==> config.mk <==
export PLATFORM = sky130hd
export DESIGN_NAME = cb_desegment_flat
export DESIGN_NICKNAME = d
export VERILOG_FILES = /design/src/rtl/cb_desegment_if.sv /design/src/rtl/cb_desegment.sv /design/src/flat_wrapper.sv
export SDC_FILE = /design/constraint.sdc
export NUM_CORES = 1
export LEC_CHECK = 0
export BUFFER_PORTS_ARGS = -buffer_cell sky130_fd_sc_hd__clkbuf_2
export CAP_MARGIN = 20
export CORE_MARGIN = 8
export CORE_UTILIZATION = 45
export CTS_BUF_LIST = sky130_fd_sc_hd__clkbuf_16
export CTS_CLUSTER_SIZE = 24
export DETAILED_ROUTE_END_ITERATION = 10
export PLACE_DENSITY = 0.63
export SYNTH_ARGS = -nofsm -noshare
export SYNTH_HDL_FRONTEND = slang
export SYNTH_SLANG_ARGS = --single-unit
==> constraint.sdc <==
create_clock -name clk -period 3.8 [get_ports clk]
set_input_delay 0.19 -clock clk [delete_from_list [all_inputs] [get_ports clk]]
set_output_delay 0.19 -clock clk [all_outputs]
set_load 0.1 [all_outputs]
==> src/rtl/cb_desegment_if.sv <==
// Serial code-block stream from the segmenter and the repacked byte/status stream toward reassembly.
// master drives the serial stream, slave is the desegmenter.
interface cb_desegment_if;
    logic       in_valid;
    logic       data;
    logic       start;
    logic       size;
    logic       last;
    logic       filling;
    logic       crc;
    logic [7:0] out_byte;
    logic [3:0] out_nbits;
    logic       out_valid;
    logic       cb_done;
    logic       cb_crc_ok;
    logic       cb_fmt_err;

    modport master (
        output in_valid, data, start, size, last, filling, crc,
        input  out_byte, out_nbits, out_valid, cb_done, cb_crc_ok, cb_fmt_err
    );

    modport slave (
        input  in_valid, data, start, size, last, filling, crc,
        output out_byte, out_nbits, out_valid, cb_done, cb_crc_ok, cb_fmt_err
    );
endinterface

==> src/rtl/cb_desegment.sv <==
// Code block desegmenter: drops filler, checks CRC24B and length, strips CRC, packs payload MSB-first.
//
// state | meaning
// IDLE  | waiting for a start bit; other bits discarded
// FILL  | leading filler bits of the current block
// DATA  | payload bits, packed into bytes
// CRC   | counting the 24 trailing CRC bits
// CHECK | status cycle (cb_done high); a start here opens the next block
module cb_desegment (
    input  logic          clk,
    input  logic          reset,
    cb_desegment_if.slave bus
);
    typedef enum logic [2:0] {IDLE, FILL, DATA, CRC, CHECK} state_t;

    localparam logic [23:0] CRC_POLY = 24'h800063;
    localparam logic [12:0] K_SMALL  = 13'd1056;
    localparam logic [12:0] K_LARGE  = 13'd6144;

    state_t      state;
    logic        k_large;
    logic        last_blk;
    logic        fmt;
    logic [12:0] bit_cnt;
    logic [4:0]  crc_cnt;
    logic [23:0] crc_reg;
    logic [7:0]  pack_buf;
    logic [2:0]  pack_cnt;

    logic [7:0]  out_byte_r;
    logic [3:0]  out_nbits_r;
    logic        out_valid_r;
    logic        cb_done_r;
    logic        cb_crc_ok_r;
    logic        cb_fmt_err_r;

    logic        mid_blk;
    logic        new_blk;
    logic        abort;
    logic        accept;

    // per-bit context: a start bit evaluates against a freshly cleared block
    logic        b_klarge;
    logic        b_last;
    logic        b_fmt;
    logic [12:0] b_k;
    logic [12:0] b_cnt;
    logic [4:0]  b_ccnt;
    logic [23:0] b_crc;
    logic [7:0]  b_pbuf;
    logic [2:0]  b_pcnt;
    state_t      ph;

    logic        fb;
    logic [23:0] n_crc;
    logic [12:0] n_cnt;
    logic [4:0]  n_ccnt;
    logic        n_fmt;
    logic        pay;
    logic        blk_end;
    state_t      n_state;

    assign mid_blk = (state == FILL) || (state == DATA) || (state == CRC);
    assign new_blk = bus.in_valid && bus.start;
    assign abort   = new_blk && mid_blk;
    assign accept  = bus.in_valid && (bus.start || mid_blk);

    always_comb begin
        b_klarge = new_blk ? bus.size : k_large;
        b_last   = new_blk ? bus.last : last_blk;
        b_fmt    = new_blk ? 1'b0 : fmt;
        b_cnt    = new_blk ? 13'd0 : bit_cnt;
        b_ccnt   = new_blk ? 5'd0 : crc_cnt;
        b_crc    = new_blk ? 24'd0 : crc_reg;
        b_pbuf   = abort ? 8'd0 : pack_buf;
        b_pcnt   = abort ? 3'd0 : pack_cnt;
        b_k      = b_klarge ? K_LARGE : K_SMALL;
        ph       = new_blk ? FILL : state;

        fb    = b_crc[23] ^ bus.data;
        n_crc = {b_crc[22:0], 1'b0} ^ (fb ? CRC_POLY : 24'd0);
        n_cnt = (b_cnt == 13'h1fff) ? b_cnt : b_cnt + 13'd1;

        n_fmt   = b_fmt;
        n_ccnt  = b_ccnt;
        pay     = 1'b0;
        n_state = ph;
        case (ph)
            FILL: begin
                if (!bus.filling) begin
                    if (bus.crc) begin
                        n_state = CRC;
                        n_ccnt  = 5'd1;
                    end else begin
                        n_state = DATA;
                        pay     = 1'b1;
                    end
                end
            end
            DATA: begin
                if (bus.filling) begin
                    n_fmt = 1'b1;
                end else if (bus.crc) begin
                    n_state = CRC;
                    n_ccnt  = 5'd1;
                end else begin
                    pay = 1'b1;
                end
            end
            CRC: begin
                // every bit here counts, so a malformed tail still terminates the block
                n_ccnt = b_ccnt + 5'd1;
                if (bus.filling || !bus.crc)
                    n_fmt = 1'b1;
            end
            default: ;
        endcase
        if (n_cnt > b_k)
            n_fmt = 1'b1;
        blk_end = (n_state == CRC) && (n_ccnt == 5'd24);
    end

    always_ff @(posedge clk or negedge reset) begin
        if (!reset) begin
            state        <= IDLE;
            k_large      <= 1'b0;
            last_blk     <= 1'b0;
            fmt          <= 1'b0;
            bit_cnt      <= 13'd0;
            crc_cnt      <= 5'd0;
            crc_reg      <= 24'd0;
            pack_buf     <= 8'd0;
            pack_cnt     <= 3'd0;
            out_byte_r   <= 8'd0;
            out_nbits_r  <= 4'd0;
            out_valid_r  <= 1'b0;
            cb_done_r    <= 1'b0;
            cb_crc_ok_r  <= 1'b0;
            cb_fmt_err_r <= 1'b0;
        end else begin
            out_valid_r  <= 1'b0;
            cb_done_r    <= 1'b0;
            cb_crc_ok_r  <= 1'b0;
            cb_fmt_err_r <= 1'b0;

            if (state == CHECK)
                state <= IDLE;

            if (accept) begin
                if (abort) begin
                    cb_done_r    <= 1'b1;
                    cb_fmt_err_r <= 1'b1;
                end
                k_large  <= b_klarge;
                last_blk <= b_last;
                fmt      <= n_fmt;
                bit_cnt  <= n_cnt;
                crc_cnt  <= n_ccnt;
                crc_reg  <= n_crc;

                if (pay) begin
                    pack_buf <= {b_pbuf[6:0], bus.data};
                    if (b_pcnt == 3'd7) begin
                        out_valid_r <= 1'b1;
                        out_byte_r  <= {b_pbuf[6:0], bus.data};
                        out_nbits_r <= 4'd8;
                        pack_cnt    <= 3'd0;
                    end else begin
                        pack_cnt <= b_pcnt + 3'd1;
                    end
                end else begin
                    pack_buf <= b_pbuf;
                    pack_cnt <= b_pcnt;
                end

                if (blk_end) begin
                    state        <= CHECK;
                    cb_done_r    <= 1'b1;
                    cb_crc_ok_r  <= (n_crc == 24'd0) && !n_fmt;
                    cb_fmt_err_r <= n_fmt || (n_cnt != b_k);
                    // residual bits sit in the low end of the shifter; left-align them
                    if (b_last && (b_pcnt != 3'd0)) begin
                        out_valid_r <= 1'b1;
                        out_byte_r  <= b_pbuf << (4'd8 - {1'b0, b_pcnt});
                        out_nbits_r <= {1'b0, b_pcnt};
                        pack_buf    <= 8'd0;
                        pack_cnt    <= 3'd0;
                    end
                end else begin
                    state <= n_state;
                end
            end
        end
    end

    assign bus.out_byte   = out_byte_r;
    assign bus.out_nbits  = out_nbits_r;
    assign bus.out_valid  = out_valid_r;
    assign bus.cb_done    = cb_done_r;
    assign bus.cb_crc_ok  = cb_crc_ok_r;
    assign bus.cb_fmt_err = cb_fmt_err_r;
endmodule
==> src/flat_wrapper.sv <==
// flat-port wrapper written by rule: the top's interface ports become plain ports
module cb_desegment_flat 
  (clk, reset, bus_in_valid, bus_data, bus_start, bus_size, bus_last, bus_filling, bus_crc, bus_out_byte, bus_out_nbits, bus_out_valid, bus_cb_done, bus_cb_crc_ok, bus_cb_fmt_err);
  cb_desegment_if bus_i ();
  input  logic clk;
  input  logic reset;
  input wire logic [$bits(bus_i.in_valid)-1:0] bus_in_valid;
  input wire logic [$bits(bus_i.data)-1:0] bus_data;
  input wire logic [$bits(bus_i.start)-1:0] bus_start;
  input wire logic [$bits(bus_i.size)-1:0] bus_size;
  input wire logic [$bits(bus_i.last)-1:0] bus_last;
  input wire logic [$bits(bus_i.filling)-1:0] bus_filling;
  input wire logic [$bits(bus_i.crc)-1:0] bus_crc;
  output wire logic [$bits(bus_i.out_byte)-1:0] bus_out_byte;
  output wire logic [$bits(bus_i.out_nbits)-1:0] bus_out_nbits;
  output wire logic [$bits(bus_i.out_valid)-1:0] bus_out_valid;
  output wire logic [$bits(bus_i.cb_done)-1:0] bus_cb_done;
  output wire logic [$bits(bus_i.cb_crc_ok)-1:0] bus_cb_crc_ok;
  output wire logic [$bits(bus_i.cb_fmt_err)-1:0] bus_cb_fmt_err;
  assign bus_i.in_valid = bus_in_valid;
  assign bus_i.data = bus_data;
  assign bus_i.start = bus_start;
  assign bus_i.size = bus_size;
  assign bus_i.last = bus_last;
  assign bus_i.filling = bus_filling;
  assign bus_i.crc = bus_crc;
  assign bus_out_byte = bus_i.out_byte;
  assign bus_out_nbits = bus_i.out_nbits;
  assign bus_out_valid = bus_i.out_valid;
  assign bus_cb_done = bus_i.cb_done;
  assign bus_cb_crc_ok = bus_i.cb_crc_ok;
  assign bus_cb_fmt_err = bus_i.cb_fmt_err;
  cb_desegment u_core (.clk(clk), .reset(reset), .bus(bus_i));
endmodule
==> reports/summary.txt <==
number of resized instances in the post-cts repair step = 0
Max Fclk = 0.301 GHz
wire length per cell = 16.8 µm
total CTS buffers = 9
site row count = 37
Post-synth EDFFs = 0
ratio of routed vias to standard cells = 5.91
placed cell areas = 4780 µm²
CP startpoint kind = flop
switching share of power = 0.419
Largest register FFs = 24
iteration-0 DRC count of the detailed router = 260
Crit. End Element = flop
data arrival time of the worst path = 3.54 ns
fin crit period = 3.32 ns
via count of the first global-routing pass = 3,983
Worst Setup Slack, final = 0.483 ns
fraction of final layout cells with drive strength greater than 1 = 0.115
Final ANT Viol Nets = 0
Rel. slew slack = 0.359
Clock power frac = 0.267
maximum fanout encountered on the critical timing path = 10
Antenna Cells = 0
Post-Syn Instances = 547
share of power burned in registers = 0.367
final instance area = 5070 µm²
netlist area before placement = 4590 µm²
placeable core area = 10,100 µm²
portion of total power attributed to combinational logic = 0.366
setup repair after global routing missed its margin = no
family with the most delay on the worst path = simple AND/OR/NAND/NOR gates
multi-input logic area = 2460 µm²
effective utilization at floorplan = 0.455
Yosys warning count = 0
library cell contributing the largest single delay on the critical path = dfrtp_1
total power divided by cell area = 620 nW/µm²
count of unresolved DRC violations after routing = 0
critical path data required time = 4.02 ns
Post-CTS Repair Setup Buffers = 0
global-route wire length before repair = 19,500 µm
net count reported at finish = 571
cells traversed along the worst timing path = nand2_1 > inv_1 > ha_1 > and3_1 > and3_1 > nand4_1 > xor2_1 > nor2_1 > ha_1 > a21o_1 > a2111oi_0 > a221oi_1 > nor4b_1
Place WS = 0.523 ns
number of port buffers = 24
DRT Pass-1 Iters = 5
CTS tree = yes
placed instance count = 676
number of different library cells in the post-synthesis netlist = 67
largest net degree at the start of global routing = 76
I/O Pins = 25
final hold slack = 0.0154 ns
Total Routing Usage GR = 0.180
register bit total from synthesis = 75
die area = 13,700 µm²
transition time at the pin with the least slew margin = 0.961 ns
quantity of hold-fixing buffers added after cts = 0
fin crit share = 0.873
number of antenna violations at the first check in global routing = 0
Die Height = 117 µm
number of filler cells placed in the layout = 1,032
maximum number of buffers from clock root to sink = 2
# Max-Cap Violations = 0
share of flip-flops with an asynchronous set or reset after synthesis = 1.00
cell leakage power = 0.00221 µW
total routed wirelength = 11,600 µm
Die X-Extent = 117 µm
clock edge transition at the registers on the reported setup and hold paths = 0.06 ns
number of vias in the routed layout = 4,082
accumulated negative setup slack = 0 ns
Area growth, synth to finish = 10.4%
clock sink count = 75
share of synthesized area occupied by flip-flops and latches = 0.409
final instance count without filler cells = 691
Placer Congestion = 0.967
Final setup viols = 0
Clk Latency, worst-skew pair = 0.33 ns
number of levels the H-tree was split into = 3
critical setup path kind = flop to flop
Final Slew Violations = 0
setup clock skew after layout = 0.00803 ns
largest voltage drop on the vdd net = 0.000364 V
flip-flop and latch area = 1880 µm²
synthesized area per cell = 8.39 µm²
switching component of the power = 1320 µW
dominant register cell in the synthesized netlist = dfrtp_1
half-perimeter wire length after detailed placement = 8120 µm
Worst Hold Class = input port to asynchronous set/reset pin
syn nets = 567
delay of the slowest cell on the worst path = 0.49 ns
final count of hold timing violations = 0
root buf cell = clkbuf_16
number of buffers and inverters on the critical path = 1
P_int = 1830 µW
GR Overflow Total = 0
result of the run = finished, final reports clean
## cells in the mapped netlist, types with 2 or more instances
cell         n  area (µm²)
maj3_1       2        20.0
xor2_1       5        43.8
nor2_1      30         113
a311oi_1     5        43.8
a22oi_1     16         120
a21boi_0     2        15.0
a211oi_1     5        37.5
dfrtp_1     75        1880
and3_1       4        25.0
and4_1       4        35.0
nand4_1     12        75.1
buf_1        4        15.0
a2111oi_0    2        17.5
clkbuf_1    27         101
clkbuf_2     2        10.0
mux2i_1     12         120
mux2_2       3        33.8
nor4_1       7        43.8
nor3_1      11        55.1
a21oi_1     36         180
o41a_1       3        33.8
nand2_1    110         413
o31ai_1      4        30.0
inv_1       22        82.6
o2bb2ai_1    2        17.5
o21a_1       7        52.6
and2_1       7        43.8
nor2b_1      4        25.0
or4_1        3        22.5
xnor2_1      3        26.3
buf_2        5        25.0
or2_2        8        50.1
o211ai_1     8        60.1
a31oi_1      5        31.3
nand3_1     11        55.1
ha_1        11         138
o21ai_0     35         175
o21bai_1     2        15.0
nand2b_1     5        31.3
## placed cells by master (no fill, tap or decap), types with 3 or more instances in the layout
cell and count:
and3_1 4, or2_2 8, a22oi_1 16, ha_1 11, o211ai_1 8, clkbuf_2 23
a21oi_1 36, or4_1 3, o31ai_1 4, nand2_1 110, xor2_1 5, mux2_2 3
and4_1 4, a31oi_1 5, mux2i_1 12, a211oi_1 5, nand4_1 12, nand3_1 11
nor3_1 11, buf_4 10, o41a_1 3, nor2_1 30, a311oi_1 5, and2_1 7
dfrtp_1 75, o21ai_0 35, nor4_1 7, xnor2_1 3, o21a_1 7, clkbuf_16 9
nand2b_1 5, nor2b_1 4, clkinv_2 3, inv_1 22
## worst paths after layout
| path | start | to | slack (ns) | depth (start not counted) |
|---|---|---|---|---|
| hold / removal | reset | u_core.bit_cnt[7] | 0.02 | 1 |
| setup / recovery | u_core.bit_cnt[0] | u_core.bus.cb_crc_ok | 0.48 | 13 |
| max in group asynchronous | reset | u_core.crc_reg[21] | 3.17 | 1 |
| hold reg to reg | u_core.k_large | u_core.k_large | 0.47 | 2 |
| min in group clk | bus_size | u_core.k_large | 0.09 | 3 |
| setup reg to reg | u_core.bit_cnt[0] | u_core.bus.cb_crc_ok | 0.48 | 13 |
## cell type report
type | count | area share
clock buffers | 9 | 0.0444
clock inverters | 6 | 0.0114
inverters | 22 | 0.0163
multi-input cells | 410 | 0.486
flip-flops and latches | 75 | 0.370
well taps | 136 | 0.0336
repair buffers | 33 | 0.0375
## per-stage QoR
stage,total power (µW),utilization
final,3140,0.502
after CTS,3160,0.502
after global placement,2280,0.474
after detailed placement,2320,0.474
after floorplan,2060,-
after global routing,3340,0.502
## logic make-up (layout without fill, tap and decap cells)
family,after synthesis,after routing,share of synthesized area
xor+xnor,8,8,0.0153
simple gates,224,224,0.232
mux,16,16,0.0384
flops,75,75,0.409
buf+inv,62,70,0.0551
fa+ha+maj,13,13,0.0343
compound gates,149,149,0.216
## routing by layer
metal | vias up | GRT usage | routed length [µm]
met5 | - | 0 | 0
met4 | 0 | 0.0683 | 218
met3 | 25 | 0.0298 | 492
met2 | 106 | 0.301 | 5530
met1 | 1985 | 0.229 | 5360
li1 | 1966 | - | -
## power groups by stage
stage | Sequential (µW) | Clock (µW) | Combinational (µW)
6_report | 1150 | 839 | 1150
5_1_grt | 1180 | 892 | 1260
4_1_cts | 1150 | 851 | 1160
3_5_place_dp | 1160 | 0 | 1150
3_3_place_gp | 1150 | 0 | 1120
2_1_floorplan | 1330 | 0 | 733
No activity file was read; power rests on OpenSTA's default activity.
